--- src/rtl/piezo_pkg.sv ---
// rtl/piezo_pkg.sv - shared state encoding, defaults and priority encoder for the piezo arbiter
package piezo_pkg;

  typedef enum logic [1:0] {
    ST_IDLE = 2'd0,
    ST_OWN  = 2'd1,
    ST_GAP  = 2'd2
  } piezo_state_e;

  localparam int GAP_US_DEF      = 20000;
  localparam int MIN_HOLD_US_DEF = 100000;
  localparam int CNT_W_DEF       = 20;

  // Lowest set index wins; returns 0 for an empty vector.
  function automatic logic [2:0] prio_enc(input logic [7:0] vec);
    logic [2:0] idx;
    idx = 3'd0;
    for (int i = 7; i >= 0; i--) begin
      if (vec[i]) idx = 3'(i);
    end
    return idx;
  endfunction

endpackage

--- src/rtl/piezo_us_timer.sv ---
// rtl/piezo_us_timer.sv - clearable microsecond up-counter saturating at LIMIT
module piezo_us_timer #(
  parameter int CNT_W = 20,
  parameter int LIMIT = 1
) (
  input  logic CLK_1MHZ,
  input  logic RESETN,
  input  logic clr_i,
  input  logic en_i,
  output logic done_o
);

  localparam logic [CNT_W-1:0] LIM = CNT_W'(LIMIT);

  logic [CNT_W-1:0] count_q, count_d;

  // Clear wins over count; counting stops at LIM so the value never wraps.
  always_comb begin
    count_d = count_q;
    if (clr_i) begin
      count_d = '0;
    end else if (en_i && (count_q != LIM)) begin
      count_d = count_q + CNT_W'(1);
    end
  end

  // Counter register.
  always_ff @(posedge CLK_1MHZ or negedge RESETN) begin
    if (!RESETN) count_q <= '0;
    else         count_q <= count_d;
  end

  assign done_o = (count_q == LIM);

endmodule

--- src/rtl/piezo_arbiter.sv ---
// rtl/piezo_arbiter.sv - fixed-priority piezo owner arbiter with enforced silence gap
// Optional preemption of lower-priority owners: define PIEZO_ARB_PREEMPT_EN.
module piezo_arbiter
  import piezo_pkg::*;
#(
  parameter int N_REQ       = 4,
  parameter int GAP_US      = GAP_US_DEF,
  parameter int MIN_HOLD_US = MIN_HOLD_US_DEF,
  parameter int CNT_W       = CNT_W_DEF
) (
  input  logic             RESETN,
  input  logic             CLK_1MHZ,
  input  logic             ENABLE,
  input  logic [N_REQ-1:0] REQ,
  input  logic [N_REQ-1:0] TONE_IN,
  output logic [N_REQ-1:0] GRANT,
  output logic [2:0]       GRANT_ID,
  output logic             BUSY,
  output logic             PIEZO
);

  piezo_state_e     state_q, state_d;
  logic [N_REQ-1:0] grant_q, grant_d;
  logic [2:0]       owner_q, owner_d;
  logic             busy_q, busy_d;
  logic             piezo_q, piezo_d;
  logic [N_REQ-1:0] elig;
  logic [7:0]       elig_ext;
  logic             owner_req;
  logic             hold_done, gap_done;

`ifdef PIEZO_ARB_PREEMPT_EN
  logic [N_REQ-1:0] revoked_q, revoked_d;
  logic [N_REQ-1:0] higher;

  // A revoked source stays invisible until it drops its request once.
  assign elig = REQ & ~revoked_q;

  // Eligible requests that outrank the current owner.
  always_comb begin
    higher = '0;
    for (int i = 0; i < N_REQ; i++) begin
      if (3'(i) < owner_q) higher[i] = elig[i];
    end
  end
`else
  logic unused_hold_done;

  assign elig             = REQ;
  assign unused_hold_done = hold_done;
`endif

  // Widen eligible requests for the encoder and pick out the owner's own request line.
  always_comb begin
    elig_ext            = '0;
    elig_ext[N_REQ-1:0] = elig;
    owner_req           = 1'b0;
    for (int i = 0; i < N_REQ; i++) begin
      if (3'(i) == owner_q) owner_req = REQ[i];
    end
  end

  // Next state and registered outputs; grant/tone follow the owner chosen for the next cycle.
  always_comb begin
    state_d = state_q;
    owner_d = owner_q;
    busy_d  = 1'b0;
    grant_d = '0;
    piezo_d = 1'b0;
`ifdef PIEZO_ARB_PREEMPT_EN
    revoked_d = revoked_q & REQ;
`endif
    unique case (state_q)
      ST_IDLE: begin
        if (ENABLE && (|elig)) begin
          state_d = ST_OWN;
          owner_d = prio_enc(elig_ext);
          busy_d  = 1'b1;
        end
      end
      ST_OWN: begin
        busy_d = 1'b1;
        if (!ENABLE || !owner_req) begin
          state_d = ST_GAP;
          busy_d  = 1'b0;
        end
`ifdef PIEZO_ARB_PREEMPT_EN
        else if ((|higher) && hold_done) begin
          state_d = ST_GAP;
          busy_d  = 1'b0;
          for (int i = 0; i < N_REQ; i++) begin
            if (3'(i) == owner_q) revoked_d[i] = 1'b1;
          end
        end
`endif
      end
      ST_GAP: begin
        if (gap_done) state_d = ST_IDLE;
      end
      default: state_d = ST_IDLE;
    endcase
    if (busy_d) begin
      for (int i = 0; i < N_REQ; i++) begin
        if (3'(i) == owner_d) begin
          grant_d[i] = 1'b1;
          piezo_d    = TONE_IN[i];
        end
      end
    end
  end

  // State and output registers; reset silences the pin without waiting for a clock.
  always_ff @(posedge CLK_1MHZ or negedge RESETN) begin
    if (!RESETN) begin
      state_q <= ST_IDLE;
      grant_q <= '0;
      owner_q <= 3'd0;
      busy_q  <= 1'b0;
      piezo_q <= 1'b0;
    end else begin
      state_q <= state_d;
      grant_q <= grant_d;
      owner_q <= owner_d;
      busy_q  <= busy_d;
      piezo_q <= piezo_d;
    end
  end

`ifdef PIEZO_ARB_PREEMPT_EN
  // Per-source revoked flags.
  always_ff @(posedge CLK_1MHZ or negedge RESETN) begin
    if (!RESETN) revoked_q <= '0;
    else         revoked_q <= revoked_d;
  end
`endif

  // Timers are held clear outside their state, so each entry edge counts as cycle 1.
  piezo_us_timer #(.CNT_W(CNT_W), .LIMIT(MIN_HOLD_US)) u_hold_timer (
    .CLK_1MHZ (CLK_1MHZ),
    .RESETN   (RESETN),
    .clr_i    (state_d != ST_OWN),
    .en_i     (state_d == ST_OWN),
    .done_o   (hold_done)
  );

  piezo_us_timer #(.CNT_W(CNT_W), .LIMIT(GAP_US)) u_gap_timer (
    .CLK_1MHZ (CLK_1MHZ),
    .RESETN   (RESETN),
    .clr_i    (state_d != ST_GAP),
    .en_i     (state_d == ST_GAP),
    .done_o   (gap_done)
  );

  assign GRANT    = grant_q;
  assign GRANT_ID = owner_q;
  assign BUSY     = busy_q;
  assign PIEZO    = piezo_q;

endmodule
--- config.mk ---
export PLATFORM = sky130hd
export DESIGN_NAME = piezo_arbiter
export DESIGN_NICKNAME = d
export VERILOG_FILES = /design/src/rtl/piezo_pkg.sv /design/src/rtl/piezo_us_timer.sv /design/src/rtl/piezo_arbiter.sv
export SDC_FILE = /design/constraint.sdc
export NUM_CORES = 1
export LEC_CHECK = 0
export CAP_MARGIN = 0
export CORE_AREA = 2 2 67 62
export DETAILED_ROUTE_END_ITERATION = 8
export DIE_AREA = 0 0 69 64
export PLACE_DENSITY = 0.69
export SLEW_MARGIN = 5
export SYNTH_ARGS = -nofsm -noshare
export SYNTH_HDL_FRONTEND = slang
export SYNTH_SLANG_ARGS = --single-unit
--- constraint.sdc ---
create_clock -name CLK_1MHZ -period 1.7 [get_ports CLK_1MHZ]
set_input_delay 0.17 -clock CLK_1MHZ [delete_from_list [all_inputs] [get_ports CLK_1MHZ]]
set_output_delay 0.17 -clock CLK_1MHZ [all_outputs]
set_load 0.05 [all_outputs]
# Word level (Yosys, flattened, before mapping)
# Cells that the tools add are included.
# word_totals
register_bits,31
in_bits,11
output_inout_bits,9
word_cells,58
# classes
add_sub_neg,1
eq_ne,12
mux,29
n_reduce_logical,10
# op_table
cell,count
20-bit 2-to-1 mux,2
20-bit by 1-bit adder with 20-bit output (second input constant),1
20-bit by 15-bit == test with 1-bit output (second input constant),1
20-bit by 15-bit inequality test with 1-bit output (second input constant),1
1-bit 2-to-1 mux,15
3-bit 2-to-1 mux,5
2-bit by 3-bit == test with 1-bit output (first input constant),4
2-bit 2-to-1 mux,4
1-bit by 3-bit == test with 1-bit output (first input constant),2
3-bit logical NOT,2
2-bit one-hot mux with 3 select lines,1
2-bit == test (second input constant),2
4-bit 2-to-1 mux,1
4-bit OR reduction,1
2-bit by 1-bit == test with 1-bit output (second input constant),1
1-bit logical AND,2
1-bit logical NOT,2
2-bit logical NOT,1
2-bit inequality test (second input constant),1
1-bit one-hot mux with 2 select lines,1
2-bit nonzero test,1
1-bit logical OR,1

# Depth between registers and ports, before layout
# Gate-level depths: netlist (run 1).
# depth
depth_word,13
ltp_mapped,8
depth_no_buf,7

# Modules after synthesis
# Synthesis (run 1) repeated with hierarchy kept, for this count alone.
# hier_totals
hier_cells,170
hier_area_um2,1679.1
# by_module_without_submodules
module,instances,cells_per_inst,area_per_inst_um2,seq_area_each_um2
piezo_us_timer,1,118,1138.6,500.5
piezo_arbiter,1,52,540.5,275.3

# Worst setup path after synthesis (run 1)
# OpenSTA, ideal clock, no wires.
# synth_timing
path_kind,reg2reg
startpoint,reg owner_q[2] (netlist: GRANT_ID[2])
endpoint,reg piezo_q (netlist: PIEZO)
setup_time_ns,0.082
t_arrival_ns,1.584
required_time_ns,1.618
path_slack_ns,0.034
path_stages_with_launch,6
n_path_buf,0
period_less_slack_ns,1.666
path_cell_list,dfrtp_1 > or2_2 > o221ai_1 > and4bb_2 > nand2_1 > o22ai_1
# synth_between
elab_chain_cells,10
elab_cells_between_ends,23
cone_classes,6 x eq/ne; 13 x mux; 4 x reduce/logical
# synth_rtl
element,line_no,text
"start, declared",piezo_arbiter.sv:24,"logic [2:0] owner_q, owner_d;"
"start signal, assigned",piezo_arbiter.sv:123,owner_q <= owner_d;
3-bit logical NOT,piezo_arbiter.sv:59,if (3'(i) == owner_q) owner_req = REQ[i];
1-bit 2-to-1 mux (4 in a row),piezo_arbiter.sv:59,
1-bit logical NOT,piezo_arbiter.sv:83,if (!ENABLE || !owner_req) begin
1-bit logical OR,piezo_arbiter.sv:83,
1-bit 2-to-1 mux,piezo_arbiter.sv:83,
1-bit one-hot mux with 2 select lines,piezo_arbiter.sv:73,unique case (state_q)
1-bit 2-to-1 mux *,piezo_arbiter.sv:102,if (busy_d) begin
via piezo_d,piezo_arbiter.sv:26,"logic piezo_q, piezo_d;"
"end signal, assigned",piezo_arbiter.sv:125,piezo_q <= piezo_d;
"end, declared",piezo_arbiter.sv:26,
# Mark *: on every way through the listed nets, which the timed path passes. The rest lies on a longest branch.
# A chain may end at the register's enable or synchronous reset.

# Worst setup path after layout (run 1)
# layout_timing
startpoint,reg u_gap_timer.count_q[0]
endpoint,reg u_gap_timer.count_q[5]
# layout_between
elab_chain_cells,6
elab_cells_between_ends,11
cone_classes,1 x add/sub; 4 x eq/ne; 4 x mux; 2 x reduce/logical
# layout_rtl
element,line_no,text
"start, declared",piezo_us_timer.sv:15,"logic [CNT_W-1:0] count_q, count_d;"
"start signal, assigned",piezo_us_timer.sv:30,else count_q <= count_d;
"parallel branches: the longest is 6 deep, another holds 20-bit by 1-bit adder with 20-bit output",n/a,
# Parallel ways; which one is timed is not known. The select of a mux whose other input is x is not followed.

==> results of run 1 <==
[worst max-delay path, delay by kind of cell (launching register included)]
kind / cells / cell delay, ns
buf+inv: 2 / 0.29
simple gates: 4 / 0.55
compound gates: 1 / 0.29
fa+ha+maj: 1 / 0.13
flops: 1 / 0.39
[through the flow]
step	instance area (sq um)	setup WS, ns	total power [mW]
2_1_floorplan	1610	0.0341	1.63
3_3_place_gp	1950	-0.134	2.00
3_5_place_dp	1950	-0.186	2.02
4_1_cts	2060	-0.00388	2.67
5_1_grt	2230	-0.161	3.20
6_report	2230	-0.0700	3.02
[timing repair]
item,4_1_cts,5_1_grt
pin swaps,2,11
resized for setup,1,25
endpoints found under the setup margin,21,24
gates cloned,0,3
setup buffers,0,1
endpoints found under the hold margin,0,0
hold buffers,0,0
[sequential cells by signal (all words and copies together) (netlist names)]
| register | flops |
|---|---|
| BUSY | 1 |
| GRANT_ID | 3 |
| u_gap_timer.count_q | 20 |
| GRANT | 4 |
| PIEZO | 1 |
| state_q | 2 |
[layer usage]
metal | up-vias | part of all wire (%) | track usage (%)
met3 | 9 | 5.2 | 6.94
li1 | 616 | - | -
met4 | 0 | 2.2 | 8.58
met1 | 618 | 42 | 17.0
met5 | - | 0 | 0
met2 | 28 | 50 | 26.3
[final cells by class]
type                            instances  area (sq um)  area share (%)
Multi-Input combinational cell        117           897            40.3
Timing Repair Buffer                   37           369            16.6
Clock buffer                            8           100            4.49
Tap cell                               46          57.6            2.58
Sequential cell                        31           777            34.9
Inverter                                7          26.3            1.18
[layout by cell type, fill, tap and decap left out, types with 3 or more instances in the layout]
master	Yosys	final
clkbuf_8	0	7
inv_2	0	3
nand2b_1	3	3
and3_1	6	6
a21oi_1	4	4
buf_4	2	17
inv_1	7	4
mux2i_1	4	4
nor2_1	28	18
nand3_1	6	5
dfrtp_1	31	30
xor2_1	9	8
or2_2	4	4
nor2_2	2	9
nand2_1	11	11
xnor2_1	10	10
nor2_4	0	3
clkdlybuf4s50_1	0	16
[cell families (layout without fill, tap and decap cells)]
family / Yosys count / in the layout / synth area share, %
AO/OA/AOI/OAI: 13 / 13 / 6.06
multiplexers: 4 / 4 / 2.49
XOR/XNOR: 19 / 19 / 10.3
AND/OR/NAND/NOR: 79 / 79 / 28.8
buffers and inverters: 9 / 52 / 2.56
flip-flops: 31 / 31 / 48.2
adder cells (fa/ha/maj): 2 / 2 / 1.55
[power by group]
part,internal [mW],switching (mW),total [mW]
sequential,0.845,0.0961,0.941
clock,0.369,0.274,0.644
combinational,0.674,0.759,1.43
[worst paths after layout]
check	cells after the start	slack, ns	endpoint	start
worst max-delay path	8	-0.07	u_gap_timer.count_q[5]$_DFFE_PN0P_	u_gap_timer.count_q[0]$_DFFE_PN0P_
worst min-delay path	2	0.28	u_gap_timer.count_q[5]$_DFFE_PN0P_	RESETN
worst max register to register	8	-0.07	u_gap_timer.count_q[5]$_DFFE_PN0P_	u_gap_timer.count_q[0]$_DFFE_PN0P_
worst min register to register	1	0.53	GRANT_ID[0]$_DFF_PN0_	GRANT_ID[0]$_DFF_PN0_
max in group asynchronous	2	1.12	state_q[0]$_DFF_PN0_	RESETN
min in group CLK_1MHZ	1	0.53	GRANT_ID[0]$_DFF_PN0_	GRANT_ID[0]$_DFF_PN0_
==> flow_metrics.env, run 1 <==
export IMPL_status="finished, violations left"
export IMPL_violations="negative setup slack"
export IMPL_finalSetupTns_ns=-0.911
export IMPL_synth_common_cells="dfrtp_1 (31), nor2_1 (28), nand2_1 (11), xnor2_1 (10), xor2_1 (9)"
export IMPL_synth_ff_type="dfrtp_1"
export IMPL_syn_inst=157
export IMPL_avgSynthCellArea_sq_um=10.3
export IMPL_cts_reportedPaths_clkPinSlew_ns=0.07
export IMPL_final_util_pct=60.5
export IMPL_drtIter0Drc=49
export IMPL_core_area_sq_mm=0.00368
export IMPL_worst_pin_slew_ns=0.514
export IMPL_diodes=0
export IMPL_yosysWarnings=0
export IMPL_layout_cells_non_filler=246
export IMPL_hp_class="in2async"
export IMPL_worstSetupPathType="reg2reg"
export IMPL_ys_seq_elements=31
export IMPL_drive_above_1_share_pct=31.5
export IMPL_initial_core_util_pct=43.8
export IMPL_die_h_um=64
export IMPL_clk_latency_ns=0.29
export IMPL_syn_cell_area_sq_mm=0.00161
export IMPL_cts_tree="yes"
export IMPL_die_w_um=69
export IMPL_critPathMaxStageDelay_ns=0.39
export IMPL_critPathCaptureType="flop"
export IMPL_timing_final_crit_share_pct=104
export IMPL_clock_sinks=31
export IMPL_peakVddDrop_v=0.000772
export IMPL_drcViolationCount=0
export IMPL_synth_nets=170
export IMPL_clockRootBuffer="clkbuf_8"
export IMPL_arrival_ns=1.94
export IMPL_hpwlAfterDp_um=2270
export IMPL_slowest_stage="dfrtp_1"
export IMPL_synth_top_cell_area_share_pct=48.2
export IMPL_cts_buffer_depth=2
export IMPL_grt_pass1_vias=1296
export IMPL_yosys_cell_count_top_type="dfrtp_1"
export IMPL_track_usage_pct=15.8
export IMPL_powerDensity_mw_per_mm2=1350
export IMPL_synth_area_leaders="dfrtp_1 (48%), nor2_1 (6.5%), xnor2_1 (5.4%)"
export IMPL_io_pin_count=20
export IMPL_setup_viol=21
export IMPL_drt_pass1_iter_count=4
export IMPL_wire_per_inst_um=14.3
export IMPL_portBuffers=19
export IMPL_critical_path_required_ns=1.87
export IMPL_cts_htree_levels=2
export IMPL_hold_viol_final=0
export IMPL_yosys_area_top_type="dfrtp_1"
export IMPL_gp_congestion=0.907
export IMPL_period_minus_slack_ns=1.77
export IMPL_dieArea_sq_mm=0.00442
export IMPL_fmax_ghz=0.565
export IMPL_rsz0062_at_grt="true"
export IMPL_grt_pass1_wl_um=5410
export IMPL_place_inst=234
export IMPL_rows=21
export IMPL_overflow=0
export IMPL_nFillCells=284
export IMPL_slew_limit_headroom_pct=65.6
export IMPL_seq_area_frac_synth_pct=48.2
export IMPL_synth_edf_count=0
export IMPL_wl_um=3530
export IMPL_start_kind="flop"
export IMPL_grt_max_degree=32
export IMPL_antenna_found_initial=0
export IMPL_fin_ws_ns=-0.0700
export IMPL_drv_cap=0
export IMPL_hold_worst_slack_ns=0.275
export IMPL_synthArstFlopShare_pct=100
export IMPL_final_max_slew_viol_count=0
export IMPL_final_nets=212
export IMPL_path_max_fanout=5
export IMPL_crit_chain="inv_2 -> ha_4 -> nor4b_4 -> nand3_2 -> nor2_4 -> a2bb2oi_4 -> clkbuf_16 -> nor2_1"
export IMPL_ys_types=36
export IMPL_vias_per_cell=5.17
export IMPL_leakagePower_nw=0.992
export IMPL_numCtsBuffers=5
export IMPL_skew_ns=0.00443
export IMPL_syn_to_final_growth_pct=38.3
export IMPL_vias=1271
export IMPL_ant_nets=0
Note: power is estimated with default switching activity, not from simulation.
==> run 2, diff against run 1 <==
CAP_MARGIN = default   (was 0)
==> results of run 2 <==
Same layout as run 1: the final DEF is identical, and so are final timing and power.
==> run 3, diff against run 2 <==
CTS_BUF_LIST = sky130_fd_sc_hd__clkbuf_16   (was default)
==> run 3 against run 2 <==
Clock power grew 28%. Largest power group unchanged. Wire length fell by 1.2%. The run now ends clean. Global-route usage grew 0.11 points. Sequential share of layout area grew 0.34 points. Utilization decreased by 0.58 points. Critical path depth unchanged.
==> flow_metrics.env, run 3 (synthesis results as in run 1) <==
export IMPL_status="finished clean"
export IMPL_numCtsBuffers=5
export IMPL_drt_pass1_iter_count=4
export IMPL_leakagePower_nw=1.01
export IMPL_cts_buffer_depth=2
export IMPL_rsz0062_at_grt="true"
export IMPL_largest_register="u_gap_timer.count_q"
export IMPL_largest_reg_flops=20
export IMPL_grt_max_degree=32
export IMPL_final_max_slew_viol_count=0
export IMPL_track_usage_pct=16.0
export IMPL_timing_final_crit_share_pct=98.8
export IMPL_die_h_um=64
export IMPL_cts_reportedPaths_clkPinSlew_ns=0.05
export IMPL_hold_viol_final=0
export IMPL_gp_congestion=0.907
export IMPL_start_kind="flop"
export IMPL_clockRootBuffer="clkbuf_16"
export IMPL_vias=1259
export IMPL_final_nets=212
export IMPL_grt_pass1_vias=1307
export IMPL_drcViolationCount=0
export IMPL_critPathCaptureType="flop"
export IMPL_diodes=0
export IMPL_powerDensity_mw_per_mm2=1400
export IMPL_period_minus_slack_ns=1.68
export IMPL_ant_nets=0
export IMPL_peakVddDrop_v=0.000758
export IMPL_final_common_cell="dfrtp_1"
export IMPL_portBuffers=19
export IMPL_drive_above_1_share_pct=25.0
export IMPL_die_w_um=69
export IMPL_cts_htree_levels=2
export IMPL_worst_pin_slew_ns=0.514
export IMPL_vias_per_cell=5.12
export IMPL_worstSetupPathType="reg2reg"
export IMPL_initial_core_util_pct=43.8
export IMPL_finalSetupTns_ns=0
export IMPL_antenna_found_initial=0
export IMPL_clock_sinks=31
export IMPL_clk_latency_ns=0.28
export IMPL_slew_limit_headroom_pct=65.6
export IMPL_arrival_ns=1.84
export IMPL_multiInputGateArea_sq_um=857
export IMPL_dieArea_sq_mm=0.00442
export IMPL_drtIter0Drc=51
export IMPL_wl_um=3490
export IMPL_fmax_ghz=0.596
export IMPL_grt_pass1_wl_um=5460
export IMPL_syn_to_final_growth_pct=37.0
export IMPL_core_area_sq_mm=0.00368
export IMPL_critical_path_required_ns=1.86
export IMPL_rows=21
export IMPL_wire_per_inst_um=14.2
export IMPL_overflow=0
export IMPL_drv_cap=0
export IMPL_nFillCells=289
export IMPL_hold_worst_slack_ns=0.289
export IMPL_hp_class="in2async"
export IMPL_setup_viol=0
export IMPL_final_cell_mix="dfrtp_1 (30), nor2_1 (27), buf_4 (18)"
export IMPL_seq_area_sq_um=777
export IMPL_hpwlAfterDp_um=2270
export IMPL_io_pin_count=20
export IMPL_cts_tree="yes"
export IMPL_skew_ns=0.00439
export IMPL_path_max_fanout=5
run 3: changes by cell type in the layout (fill, tap and decap cells not counted):
cell,previous run,this run
inv_1,4,6
nor2_1,18,27
inv_2,3,2
clkinv_1,0,2
clkbuf_16,2,6
buf_4,17,18
nor2_2,9,2
xor2_1,8,9
clkbuf_1,1,0
clkbuf_8,7,0
xor2_2,1,0
nor2_4,3,1
run 3: area by class of cell:
| cell class | count | share of cell area [%] |
|---|---|---|
| multi-input combinational | 117 | 38.9 |
| clock buffer | 5 | 5.67 |
| timing repair buffer | 37 | 15.9 |
| sequential | 31 | 35.2 |
| tap | 46 | 2.61 |
| clock inverter | 3 | 0.510 |
| inverter | 7 | 1.19 |
run 3: timing repair:
item | in CTS | in global routing
hold buffers | 0 | 0
resized for setup | 1 | 12
setup buffers | 0 | 2
setup endpoints to repair | 21 | 24
gates cloned | 0 | 2
pin swaps | 2 | 5
run 3: final timing paths:
kind	startpoint	end	slack (ns)	depth (start not counted)
setup / recovery	u_gap_timer.count_q[0]$_DFFE_PN0P_	u_gap_timer.count_q[6]$_DFFE_PN0P_	0.02	8
min in group CLK_1MHZ	GRANT_ID[0]$_DFF_PN0_	GRANT_ID[0]$_DFF_PN0_	0.53	1
hold / removal	RESETN	u_gap_timer.count_q[4]$_DFFE_PN0P_	0.29	2
hold reg to reg	GRANT_ID[0]$_DFF_PN0_	GRANT_ID[0]$_DFF_PN0_	0.53	1
max in group asynchronous	RESETN	state_q[0]$_DFF_PN0_	1.10	2
setup reg to reg	u_gap_timer.count_q[0]$_DFFE_PN0P_	u_gap_timer.count_q[6]$_DFFE_PN0P_	0.02	8
run 3: power breakdown:
| group | switching [mW] | internal [mW] |
|---|---|---|
| registers | 0.0953 | 0.847 |
| logic | 0.707 | 0.608 |
| clock network | 0.299 | 0.525 |
run 3: routing by layer:
metal	up-vias	GRT usage, %	part of all wire (%)
met5	-	0	0
met4	0	10.5	2.8
met3	10	5.52	4.6
met2	31	26.3	50
met1	603	17.5	43
li1	615	-	-
run 3: worst max-delay path: stages, from the launching register on:
cell and delay [ns]:
dfrtp_1 0.38, inv_2 0.08, ha_4 0.13, nor4b_4 0.20, nand3_2 0.15, nor2_4 0.15
a2bb2oi_4 0.25, clkbuf_16 0.19, nor2_1 0.04
run 3: stage by stage:
step	setup slack [ns]	power, mW	std cells	utilization [%]	area, sq um
3_5_place_dp	-0.186	2.02	234	53.1	1950
6_report	0.0208	3.08	246	60.0	2210
4_1_cts	-0.00428	2.86	242	57.0	2100
5_1_grt	-0.0547	3.25	246	60.0	2210
3_3_place_gp	-0.134	2.00	234	53.1	1950
2_1_floorplan	0.0341	1.63	157	-	1610
==> patch (config.mk and constraints of run 3) <==
The 3 states of `piezo_state_e` get a one-hot encoding in 3 bits.
--- a/src/rtl/piezo_pkg.sv
+++ b/src/rtl/piezo_pkg.sv
@@ -3,6 +3,6 @@
 
-  typedef enum logic [1:0] {
-    ST_IDLE = 2'd0,
-    ST_OWN  = 2'd1,
-    ST_GAP  = 2'd2
+  typedef enum logic [2:0] {
+    ST_IDLE = 3'b001,
+    ST_OWN  = 3'b010,
+    ST_GAP  = 3'b100
   } piezo_state_e;
Behaviour: no difference found for any inputs over 10 cycles, from zero or initial values and one cycle with RESETN low; not proved beyond that.
==> patch against run 3 <==
  * The run now ends with negative setup slack left
  * Sequential cell count is 1 higher
  * Combinational power is 15% lower
  * Synthesized cell count is 7.0% higher
  * Critical path depth shrank 2
  * Routed wire length rose by 12%
  * Synthesized area grew 2.3%
  * Sequential share of layout area decreased by 0.86 points
  * Power fell by 5.7%
  * Setup slack got worse by 0.19 ns
  * Final area increased by 6.0%
==> patch: results (changes against run 3) <==
critical_path:
  slowest_stage: "or4_4"
  cp_max_fo: 9  # +4
  crit_path_max_incr_delay_ns: 0.56  # +0.18 ns
clocking:
  ctsResizeCount: 3  # +2
finish:
  drive_above_1_share_pct: 29.1  # +4.1 points
  area_delta_synth_final_pct: 41.9
  nets: 235  # +11%
synthesis:
  synth.distinct_cells: 43  # +19%
  syn-num-nets: 181  # +6.5%
  synth_cells: 168  # +7.0%
  ys_seq_area_share_pct: 48.7  # +0.53 points
  ys_top_cells_by_count: "31 x dfrtp_1, 27 x nor2_1, 14 x nand2_1"
global_route:
  grt_pass1_vias: 1447  # +11%
  grt_start_max_net_pins: 33  # +3.1%
  grt_usage_pct: 18.4  # +2.4 points
run_status:
  violations: "negative setup slack"
  status: "complete, but fails checks"
timing:
  fin_worst_skew_ns: 0.00446  # +0.0000746 ns
  layout_setup_ws_ns: -0.173  # -0.194 ns
  max_slew.worst_pin.slew_ns: 0.532  # +0.0173 ns
  tns_ns: -3.53  # -3.53 ns
  setup_violations: 22  # +22
placed_design:
  globalplace.congestion: 0.787  # -13%
  pre_cts_ws_ns: -0.235  # -0.0493 ns
power:
  p_leak_nw: 1.01  # +0.54%
drt:
  drt_iter0_drc: 61  # +20%
  totalWireLength_um: 3900  # +12%
==> patch: final timing paths <==
check | to | slack [ns] | startpoint | cells after the start
min reg2reg | u_gap_timer.count_q[10] | 0.56 | u_gap_timer.count_q[10] | 2
min in group CLK_1MHZ | u_gap_timer.count_q[10] | 0.56 | u_gap_timer.count_q[10] | 2
max reg2reg | u_gap_timer.count_q[8] | -0.17 | u_gap_timer.count_q[6] | 6
min | GRANT_ID[2] | 0.30 | RESETN | 2
max in group asynchronous | state_q[0] | 1.08 | RESETN | 2
max | u_gap_timer.count_q[8] | -0.17 | u_gap_timer.count_q[6] | 6
==> patch: layout make-up <==
| class | instances | share of cell area [%] |
|---|---|---|
| Clock buffer | 5 | 5.35 |
| Sequential cell | 32 | 34.4 |
| Multi-Input combinational cell | 124 | 37.5 |
| Tap cell | 46 | 2.46 |
| Inverter | 10 | 1.61 |
| Timing Repair Buffer | 49 | 18.1 |
| Clock inverter | 3 | 0.589 |
==> patch: where the power goes <==
group | total (mW) | leakage [nW] | switching, mW | internal (mW)
clock | 0.838 | 0.0710 | 0.307 | 0.530
sequential | 0.946 | 0.435 | 0.0771 | 0.869
combinational | 1.12 | 0.508 | 0.662 | 0.460
==> patch: kinds of logic (layout without fill, tap and decap cells) <==
family,after synthesis,after routing,synth area share [%]
buffers and inverters,12,67,3.65
muxes,2,2,1.98
xor gates and xnor gates,18,18,9.57
DFF,32,32,48.7
AOI/OAI and AO/OA,16,16,7.14
adders and majority gates,2,2,1.52
and+or+nand+nor,86,86,27.4
==> patch: metal layers <==
layer / vias up / track usage (%) / wire length [um]
met5: - / 0 / 0
met4: 0 / 5.88 / 61
met3: 5 / 5.52 / 80
met2: 13 / 32.7 / 2080
met1: 679 / 21.2 / 1680
li1: 694 / - / -
